===== src/rtl/csr_pkg.sv =====
// Shared definitions for the machine-mode CSR file and trap sequencer:
// CSR addresses, mcause codes, CSR op encoding, FSM states and bit positions.
package csr_pkg;

  localparam logic [11:0] CSR_MSTATUS = 12'h300;
  localparam logic [11:0] CSR_MIE     = 12'h304;
  localparam logic [11:0] CSR_MTVEC   = 12'h305;
  localparam logic [11:0] CSR_MEPC    = 12'h341;
  localparam logic [11:0] CSR_MCAUSE  = 12'h342;
  localparam logic [11:0] CSR_MIP     = 12'h344;

  localparam logic [31:0] CAUSE_EXT_IRQ   = 32'h8000_000B;
  localparam logic [31:0] CAUSE_TIMER_IRQ = 32'h8000_0007;
  localparam logic [31:0] CAUSE_ILLEGAL   = 32'h0000_0002;
  localparam logic [31:0] CAUSE_ECALL     = 32'h0000_000B;

  localparam int unsigned MSTATUS_MIE_BIT  = 3;
  localparam int unsigned MSTATUS_MPIE_BIT = 7;
  localparam int unsigned MIE_MTIE_BIT     = 7;
  localparam int unsigned MIE_MEIE_BIT     = 11;

  typedef enum logic [1:0] {
    CSR_OP_RW   = 2'b00,
    CSR_OP_RS   = 2'b01,
    CSR_OP_RC   = 2'b10,
    CSR_OP_NONE = 2'b11
  } csr_op_e;

  typedef enum logic {
    ST_RUN      = 1'b0,
    ST_REDIRECT = 1'b1
  } trap_state_e;

endpackage


===== src/rtl/csr_regfile.sv =====
// Machine-mode CSR storage: combinational read mux, RW/RS/RC write path and
// the trap-entry / MRET side-effect port driven by the trap sequencer.
module csr_regfile
  import csr_pkg::*;
#(
  parameter int unsigned     XLEN        = 32,
  parameter logic [XLEN-1:0] MTVEC_RESET = '0
) (
  input  logic            clk,
  input  logic            rst,
  input  logic            rd_en,
  input  logic            wr_en,
  input  csr_op_e         op,
  input  logic [11:0]     addr,
  input  logic [XLEN-1:0] wdata,
  output logic [XLEN-1:0] rdata,
  input  logic            trap_en,
  input  logic [XLEN-1:0] trap_epc,
  input  logic [XLEN-1:0] trap_cause,
  input  logic            mret_en,
  input  logic            ext_irq,
  input  logic            timer_irq,
  output logic            mstatus_mie,
  output logic            mie_meie,
  output logic            mie_mtie,
  output logic [XLEN-1:0] mtvec,
  output logic [XLEN-1:0] mepc
);

  logic            mie_q, mpie_q, meie_q, mtie_q;
  logic [XLEN-1:0] mtvec_q, mepc_q, mcause_q;
  logic [XLEN-1:0] old_val, new_val;
  logic            wr_hit;

  always_comb begin
    old_val = '0;
    unique case (addr)
      CSR_MSTATUS: begin
        old_val[MSTATUS_MIE_BIT]  = mie_q;
        old_val[MSTATUS_MPIE_BIT] = mpie_q;
      end
      CSR_MIE: begin
        old_val[MIE_MTIE_BIT] = mtie_q;
        old_val[MIE_MEIE_BIT] = meie_q;
      end
      CSR_MTVEC:  old_val = mtvec_q;
      CSR_MEPC:   old_val = mepc_q;
      CSR_MCAUSE: old_val = mcause_q;
      CSR_MIP: begin
        old_val[MIE_MTIE_BIT] = timer_irq;
        old_val[MIE_MEIE_BIT] = ext_irq;
      end
      default:    old_val = '0;
    endcase
  end

  always_comb begin
    new_val = old_val;
    unique case (op)
      CSR_OP_RW: new_val = wdata;
      CSR_OP_RS: new_val = old_val | wdata;
      CSR_OP_RC: new_val = old_val & ~wdata;
      default:   new_val = old_val;
    endcase
  end

  assign rdata  = rd_en ? old_val : '0;
  assign wr_hit = wr_en && (op != CSR_OP_NONE);

  // Trap entry and MRET take precedence; the top never asserts them with wr_en.
  always_ff @(posedge clk or posedge rst) begin
    if (rst) begin
      mie_q    <= 1'b0;
      mpie_q   <= 1'b0;
      meie_q   <= 1'b0;
      mtie_q   <= 1'b0;
      mtvec_q  <= MTVEC_RESET;
      mepc_q   <= '0;
      mcause_q <= '0;
    end else if (trap_en) begin
      mepc_q   <= trap_epc & ~XLEN'(3);
      mcause_q <= trap_cause;
      mpie_q   <= mie_q;
      mie_q    <= 1'b0;
    end else if (mret_en) begin
      mie_q  <= mpie_q;
      mpie_q <= 1'b1;
    end else if (wr_hit) begin
      unique case (addr)
        CSR_MSTATUS: begin
          mie_q  <= new_val[MSTATUS_MIE_BIT];
          mpie_q <= new_val[MSTATUS_MPIE_BIT];
        end
        CSR_MIE: begin
          mtie_q <= new_val[MIE_MTIE_BIT];
          meie_q <= new_val[MIE_MEIE_BIT];
        end
        // Reserved modes 1x collapse to direct.
        CSR_MTVEC:  mtvec_q  <= {new_val[XLEN-1:2], 1'b0, new_val[0] & ~new_val[1]};
        CSR_MEPC:   mepc_q   <= new_val & ~XLEN'(3);
        CSR_MCAUSE: mcause_q <= new_val;
        default: ;
      endcase
    end
  end

  assign mstatus_mie = mie_q;
  assign mie_meie    = meie_q;
  assign mie_mtie    = mtie_q;
  assign mtvec       = mtvec_q;
  assign mepc        = mepc_q;

endmodule


===== src/rtl/csr_trap_ctrl.sv =====
// Machine-mode CSR file plus trap/interrupt sequencer: prioritises events,
// computes the redirect target and issues a one-cycle redirect + flush.
module csr_trap_ctrl
  import csr_pkg::*;
#(
  parameter int unsigned     XLEN        = 32,
  parameter logic [XLEN-1:0] MTVEC_RESET = '0
) (
  input  logic            clk,
  input  logic            rst,
  input  logic            instr_valid,
  input  logic [XLEN-1:0] pc,
  input  logic            csr_rd_en,
  input  logic            csr_wr_en,
  input  logic [1:0]      csr_op,
  input  logic [11:0]     csr_addr,
  input  logic [XLEN-1:0] csr_wdata,
  output logic [XLEN-1:0] csr_rdata,
  input  logic            is_ecall,
  input  logic            is_mret,
  input  logic            illegal_instr,
  input  logic            ext_irq,
  input  logic            timer_irq,
  output logic            trap_redirect,
  output logic [XLEN-1:0] trap_pc,
  output logic            flush
);

  trap_state_e     state_q, state_d;
  logic [XLEN-1:0] target_q, target_d;

  logic            mstatus_mie, mie_meie, mie_mtie;
  logic [XLEN-1:0] mtvec, mepc;

  logic            run_valid, take_ext, take_timer, take_ill, take_ecall;
  logic            is_irq, trap_take, mret_take, csr_wr;
  logic [XLEN-1:0] cause, base, trap_target;

  always_comb begin
    run_valid  = (state_q == ST_RUN) && instr_valid;
    take_ext   = run_valid && mstatus_mie && mie_meie && ext_irq;
    take_timer = run_valid && mstatus_mie && mie_mtie && timer_irq && !take_ext;
    is_irq     = take_ext || take_timer;
    take_ill   = run_valid && illegal_instr && !is_irq;
    take_ecall = run_valid && is_ecall && !is_irq && !illegal_instr;
    trap_take  = is_irq || take_ill || take_ecall;
    mret_take  = run_valid && is_mret && !trap_take;
    csr_wr     = run_valid && csr_wr_en && !trap_take && !mret_take;

    cause = XLEN'(CAUSE_ECALL);
    if (take_ext)        cause = XLEN'(CAUSE_EXT_IRQ);
    else if (take_timer) cause = XLEN'(CAUSE_TIMER_IRQ);
    else if (take_ill)   cause = XLEN'(CAUSE_ILLEGAL);

    // Only interrupts are vectored; exceptions always land on the base.
    base        = {mtvec[XLEN-1:2], 2'b00};
    trap_target = base;
    if (is_irq && (mtvec[1:0] == 2'b01))
      trap_target = base + {{(XLEN-6){1'b0}}, cause[3:0], 2'b00};
  end

  always_comb begin
    state_d  = state_q;
    target_d = target_q;
    unique case (state_q)
      ST_RUN: begin
        if (trap_take) begin
          state_d  = ST_REDIRECT;
          target_d = trap_target;
        end else if (mret_take) begin
          state_d  = ST_REDIRECT;
          target_d = mepc;
        end
      end
      ST_REDIRECT: state_d = ST_RUN;
      default:     state_d = ST_RUN;
    endcase
  end

  always_ff @(posedge clk or posedge rst) begin
    if (rst) begin
      state_q  <= ST_RUN;
      target_q <= '0;
    end else begin
      state_q  <= state_d;
      target_q <= target_d;
    end
  end

  assign trap_redirect = (state_q == ST_REDIRECT);
  assign flush         = (state_q == ST_REDIRECT);
  assign trap_pc       = (state_q == ST_REDIRECT) ? target_q : '0;

  csr_regfile #(
    .XLEN        (XLEN),
    .MTVEC_RESET (MTVEC_RESET)
  ) u_regfile (
    .clk         (clk),
    .rst         (rst),
    .rd_en       (csr_rd_en),
    .wr_en       (csr_wr),
    .op          (csr_op_e'(csr_op)),
    .addr        (csr_addr),
    .wdata       (csr_wdata),
    .rdata       (csr_rdata),
    .trap_en     (trap_take),
    .trap_epc    (pc),
    .trap_cause  (cause),
    .mret_en     (mret_take),
    .ext_irq     (ext_irq),
    .timer_irq   (timer_irq),
    .mstatus_mie (mstatus_mie),
    .mie_meie    (mie_meie),
    .mie_mtie    (mie_mtie),
    .mtvec       (mtvec),
    .mepc        (mepc)
  );

endmodule


===== config.mk =====
export PLATFORM = sky130hd
export DESIGN_NAME = csr_trap_ctrl
export DESIGN_NICKNAME = d
export VERILOG_FILES = /design/src/rtl/csr_pkg.sv /design/src/rtl/csr_regfile.sv /design/src/rtl/csr_trap_ctrl.sv
export SDC_FILE = /design/constraint.sdc
export NUM_CORES = 1
export LEC_CHECK = 0
export CAP_MARGIN = 30
export CELL_PAD_IN_SITES_DETAIL_PLACEMENT = 1
export CELL_PAD_IN_SITES_GLOBAL_PLACEMENT = 1
export CORE_UTILIZATION = 39
export DETAILED_ROUTE_END_ITERATION = 8
export GPL_ROUTABILITY_DRIVEN = 0
export GPL_TIMING_DRIVEN = 0
export PLACE_DENSITY_LB_ADDON = 0.1
export SLEW_MARGIN = 10
export SYNTH_ARGS = -nofsm -noshare
export SYNTH_HDL_FRONTEND = slang
export SYNTH_SLANG_ARGS = --single-unit

===== constraint.sdc =====
create_clock -name clk -period 5 [get_ports clk]
set_clock_uncertainty 0.15 [all_clocks]
set_input_delay 0.75 -clock clk [delete_from_list [all_inputs] [get_ports clk]]
set_output_delay 0.75 -clock clk [all_outputs]
set_load 0.05 [all_outputs]

==> run summary <==
The run finished with clean final reports. The tightest hold path in the finished design has a slack of 359 ps. The wire length of the first global-routing pass came out at 54600 um. The sort of element at the end of the critical path is an output pin. After clock tree synthesis, the clock-pin slew on the worst setup and hold paths is 60 ps. The total wire length after detailed routing is 36000 um. The initial utilization of the core area, before any placement, comes to 39.9%. The relative slew slack came out at 42.2%. At the end of the flow, the number of nets in the layout was 1233. The width of the die is 146 um. In this run the worst hold path is classified as register to register.

Of all nets on the critical path, the largest fanout is 10. The worst-margin pin slew is 867 ps. The fmax came out at 206 MHz. The total leakage power is 4.26 nW. The fraction of final layout cells with drive strength greater than 1 came out at 5.38%. The synthesized netlist occupies a cell area of 0.00809 mm2.

The cell type group with the largest total delay on the critical path is buffers and inverters. The first detailed-routing pass took 5 iterations. The stage delay of the slowest cell on the critical path is 800 ps.

The maximum level of the CTS H-tree is 4. Synthesis produced 971 cells. Clock tree synthesis selected as its root buffer the cell clkbuf_16. For the final routed database, the setup TNS stands at 0 ps.

The power density relative to cell area is 293 mW/mm2. The number of vias per cell after detailed routing is 6.25. The residual overflow from global routing is 0. The number of flops mapped to enable cells by yosys came out at 0. The maximum number of pins on one net before global-route repair is 74. The time the final worst path needs with I/O delays and setup is 4850 ps. Prior to clock tree synthesis, the placed netlist has a worst setup slack of -349 ps. The post-detailed-placement cell area is 0.00996 mm2. The total setup violations reported at the end of the flow came out at 0.

The number of global-route vias before repair is 9021. Setup repair after global routing left no endpoint under its margin. At the later pin of the worst-skew pair, clock insertion delay measures 430 ps. The detailed-placement wirelength estimate is 26800 um. The peak supply drop is 0.224 mV. At the worst endpoint, the required time is 4100 ps.

The final count of pins violating max slew is 0. The final number of hold-violating endpoints came to 0. After synthesis the netlist holds a flip-flop and latch count of 128. The netlist uses 63 different library cells. After floorplanning, the core was divided into 52 placement rows.

Together, buffers and inverters on the worst path number 4. Dividing the final minimum period by the clock period gives 97.0%. The worst setup path is of the input port to output pin kind. The count of maximum capacitance violations is 0. The area growth from synthesis to layout is 30.4%.

The data arrival time of the worst path is 3950 ps. The critical path startpoint category is an input port. The number of top-level pins came out at 154. The slowest cell on the critical path is clkdlybuf4s50_1. The wire length per cell is 25.3 um. Of all flip-flops after synthesis, the portion carrying an async set or reset was 100%. The slack of the critical path is 152 ps.

The maximum buffer depth of the clock tree came out at 2. Total power for the finished layout comes to 3.09 mW. The number of warnings reported in the yosys synthesis log came out at 0.

The total global routing track utilization is 34.3%. After the first detailed-routing iteration, the DRC count stood at 768. The total CTS buffers came out at 17.

The die extent in y came out at 146 um. The average instance area after synthesis is 8.33 um2. The portion of the post-synthesis area used by sequential elements came out at 39.6%. The total vias in the final route came out at 8906. The residual antenna-violating net count after detailed routing came out at 0. The die area came out at 0.0213 mm2. For this run, the leading register cell type out of synthesis is dfrtp_1.

The total core area came out at 0.0203 mm2. The initial antenna violation count came out at 1. Walking the worst path, the cells encountered are clkdlybuf4s50_1, nor4b_4, and4_1, buf_2, buf_2, a22o_1, a21o_1, and2_1, clkdlybuf4s50_1.

TritonCTS built the clock tree. The finished cells cover 0.0106 mm2. In the routed design, unresolved DRC markers number 0. The sink count of the clock tree came out at 128. The count of hold-fix buffers inserted at cts is 0. The count of buffers from port buffering came out at 149.
[tightest hold or removal path, cell delays in order, from the launching register on]
cell and delay, ps:
dfrtp_1 340, nand3_1 70, o21ai_0 70
[cells by family after synthesis]
logic type	share of synthesized area [%]
AO/OA/AOI/OAI	29.8
XOR/XNOR	2.81
adder cells (fa/ha/maj)	0.619
buffers and inverters	5.21
flip-flops	39.6
multiplexers	0.619
other	0.0463
AND/OR/NAND/NOR	21.3
[path summary, 6_finish.rpt]
check                                       start                endpoint  slack (ps)  depth (start not counted)
hold reg to reg            u_regfile.mcause_q[29]  u_regfile.mcause_q[29]         360                          2
max in group asynchronous                     rst       u_regfile.mepc[2]        3320                          3
min in group asynchronous                     rst            target_q[19]         610                          2
setup / recovery                      csr_addr[2]           csr_rdata[26]         150                          9
hold / removal             u_regfile.mcause_q[29]  u_regfile.mcause_q[29]         360                          2
setup reg to reg                            flush            target_q[22]        1230                         13
[state kept, by name, summed over array words and instances, names as in the netlist]
name and cells:
u_regfile.mstatus_mie 1, u_regfile.mpie_q 1, u_regfile.mepc 30, target_q 30, u_regfile.mie_meie 1, u_regfile.mie_mtie 1
flush 1, u_regfile.mcause_q 32, u_regfile.mtvec 31
[cell type report]
type / count / area, um2
fillers: 2430 / 9750
multi-input cells: 738 / 4490
flip-flops and latches: 128 / 3200
repair buffers: 150 / 1510
clock buffers: 21 / 460
well taps: 270 / 338
plain buffers: 79 / 325
clock inverters: 9 / 111
inverters: 27 / 106
diodes: 2 / 5.00
[Yosys cell counts (all sizes together), types with 6 or more instances]
library cell	instances	area [um2]
dfrtp	128	3200
o21ai	88	440
nand2	76	288
nor2	70	263
clkbuf	62	233
a21oi	61	305
and2	48	300
nand3	43	215
o22ai	35	219
a31oi	30	188
inv	27	101
and3	26	163
a211oi	25	188
a22oi	24	185
xnor2	21	184
a21o	20	150
buf	17	87.6
nor2b	14	87.6
nor3	13	75.1
o21a	13	97.6
a22o	12	105
o2bb2ai	12	105
a32oi	8	70.1
nor4	8	80.1
o21bai	8	60.1
a21boi	7	52.6
nand4	7	43.8
nand2b	6	37.5
[power breakdown]
group	switching, mW	internal [mW]	total, mW
Clock	0.490	0.753	1.24
Sequential	0.111	1.14	1.25
Combinational	0.367	0.229	0.596
Total	0.968	2.12	3.09
[placed cells by master, fill, tap and decap left out, types with 13 or more instances in the layout]
master and n:
clkdlybuf4s50_1 139, dfrtp_1 128, nand2_1 75, o21ai_0 74, nor2_1 69, a21oi_1 61
clkbuf_1 60, and2_1 48, nand3_1 43, o22ai_1 35, a31oi_1 30, and3_1 26
inv_1 25, a211oi_1 25, a22oi_1 23, xnor2_1 21, a21o_1 20, clkbuf_16 17
o21ai_1 14, nor2b_1 14, o21a_1 13
[metrics by stage]
step,cells,utilization [%]
floorplan,972,-
detailed placement,1392,49.1
finish,1424,52.0
global route,1422,52.0
global placement,1391,48.9
CTS,1422,51.8
[layer usage]
layer	part of all wire (%)	track usage (%)	vias up
met2	45	52.5	445
met4	2.8	13.0	0
met3	9.2	7.31	71
met1	43	47.6	4467
met5	0	0	-
li1	-	-	3923
[repair_timing]
item,4_1_cts,5_1_grt
gates resized for setup,12,8
setup endpoints to repair,20,14
pin swaps,0,0
buffers inserted,0,0
No activity file was read; power rests on OpenSTA's default activity.
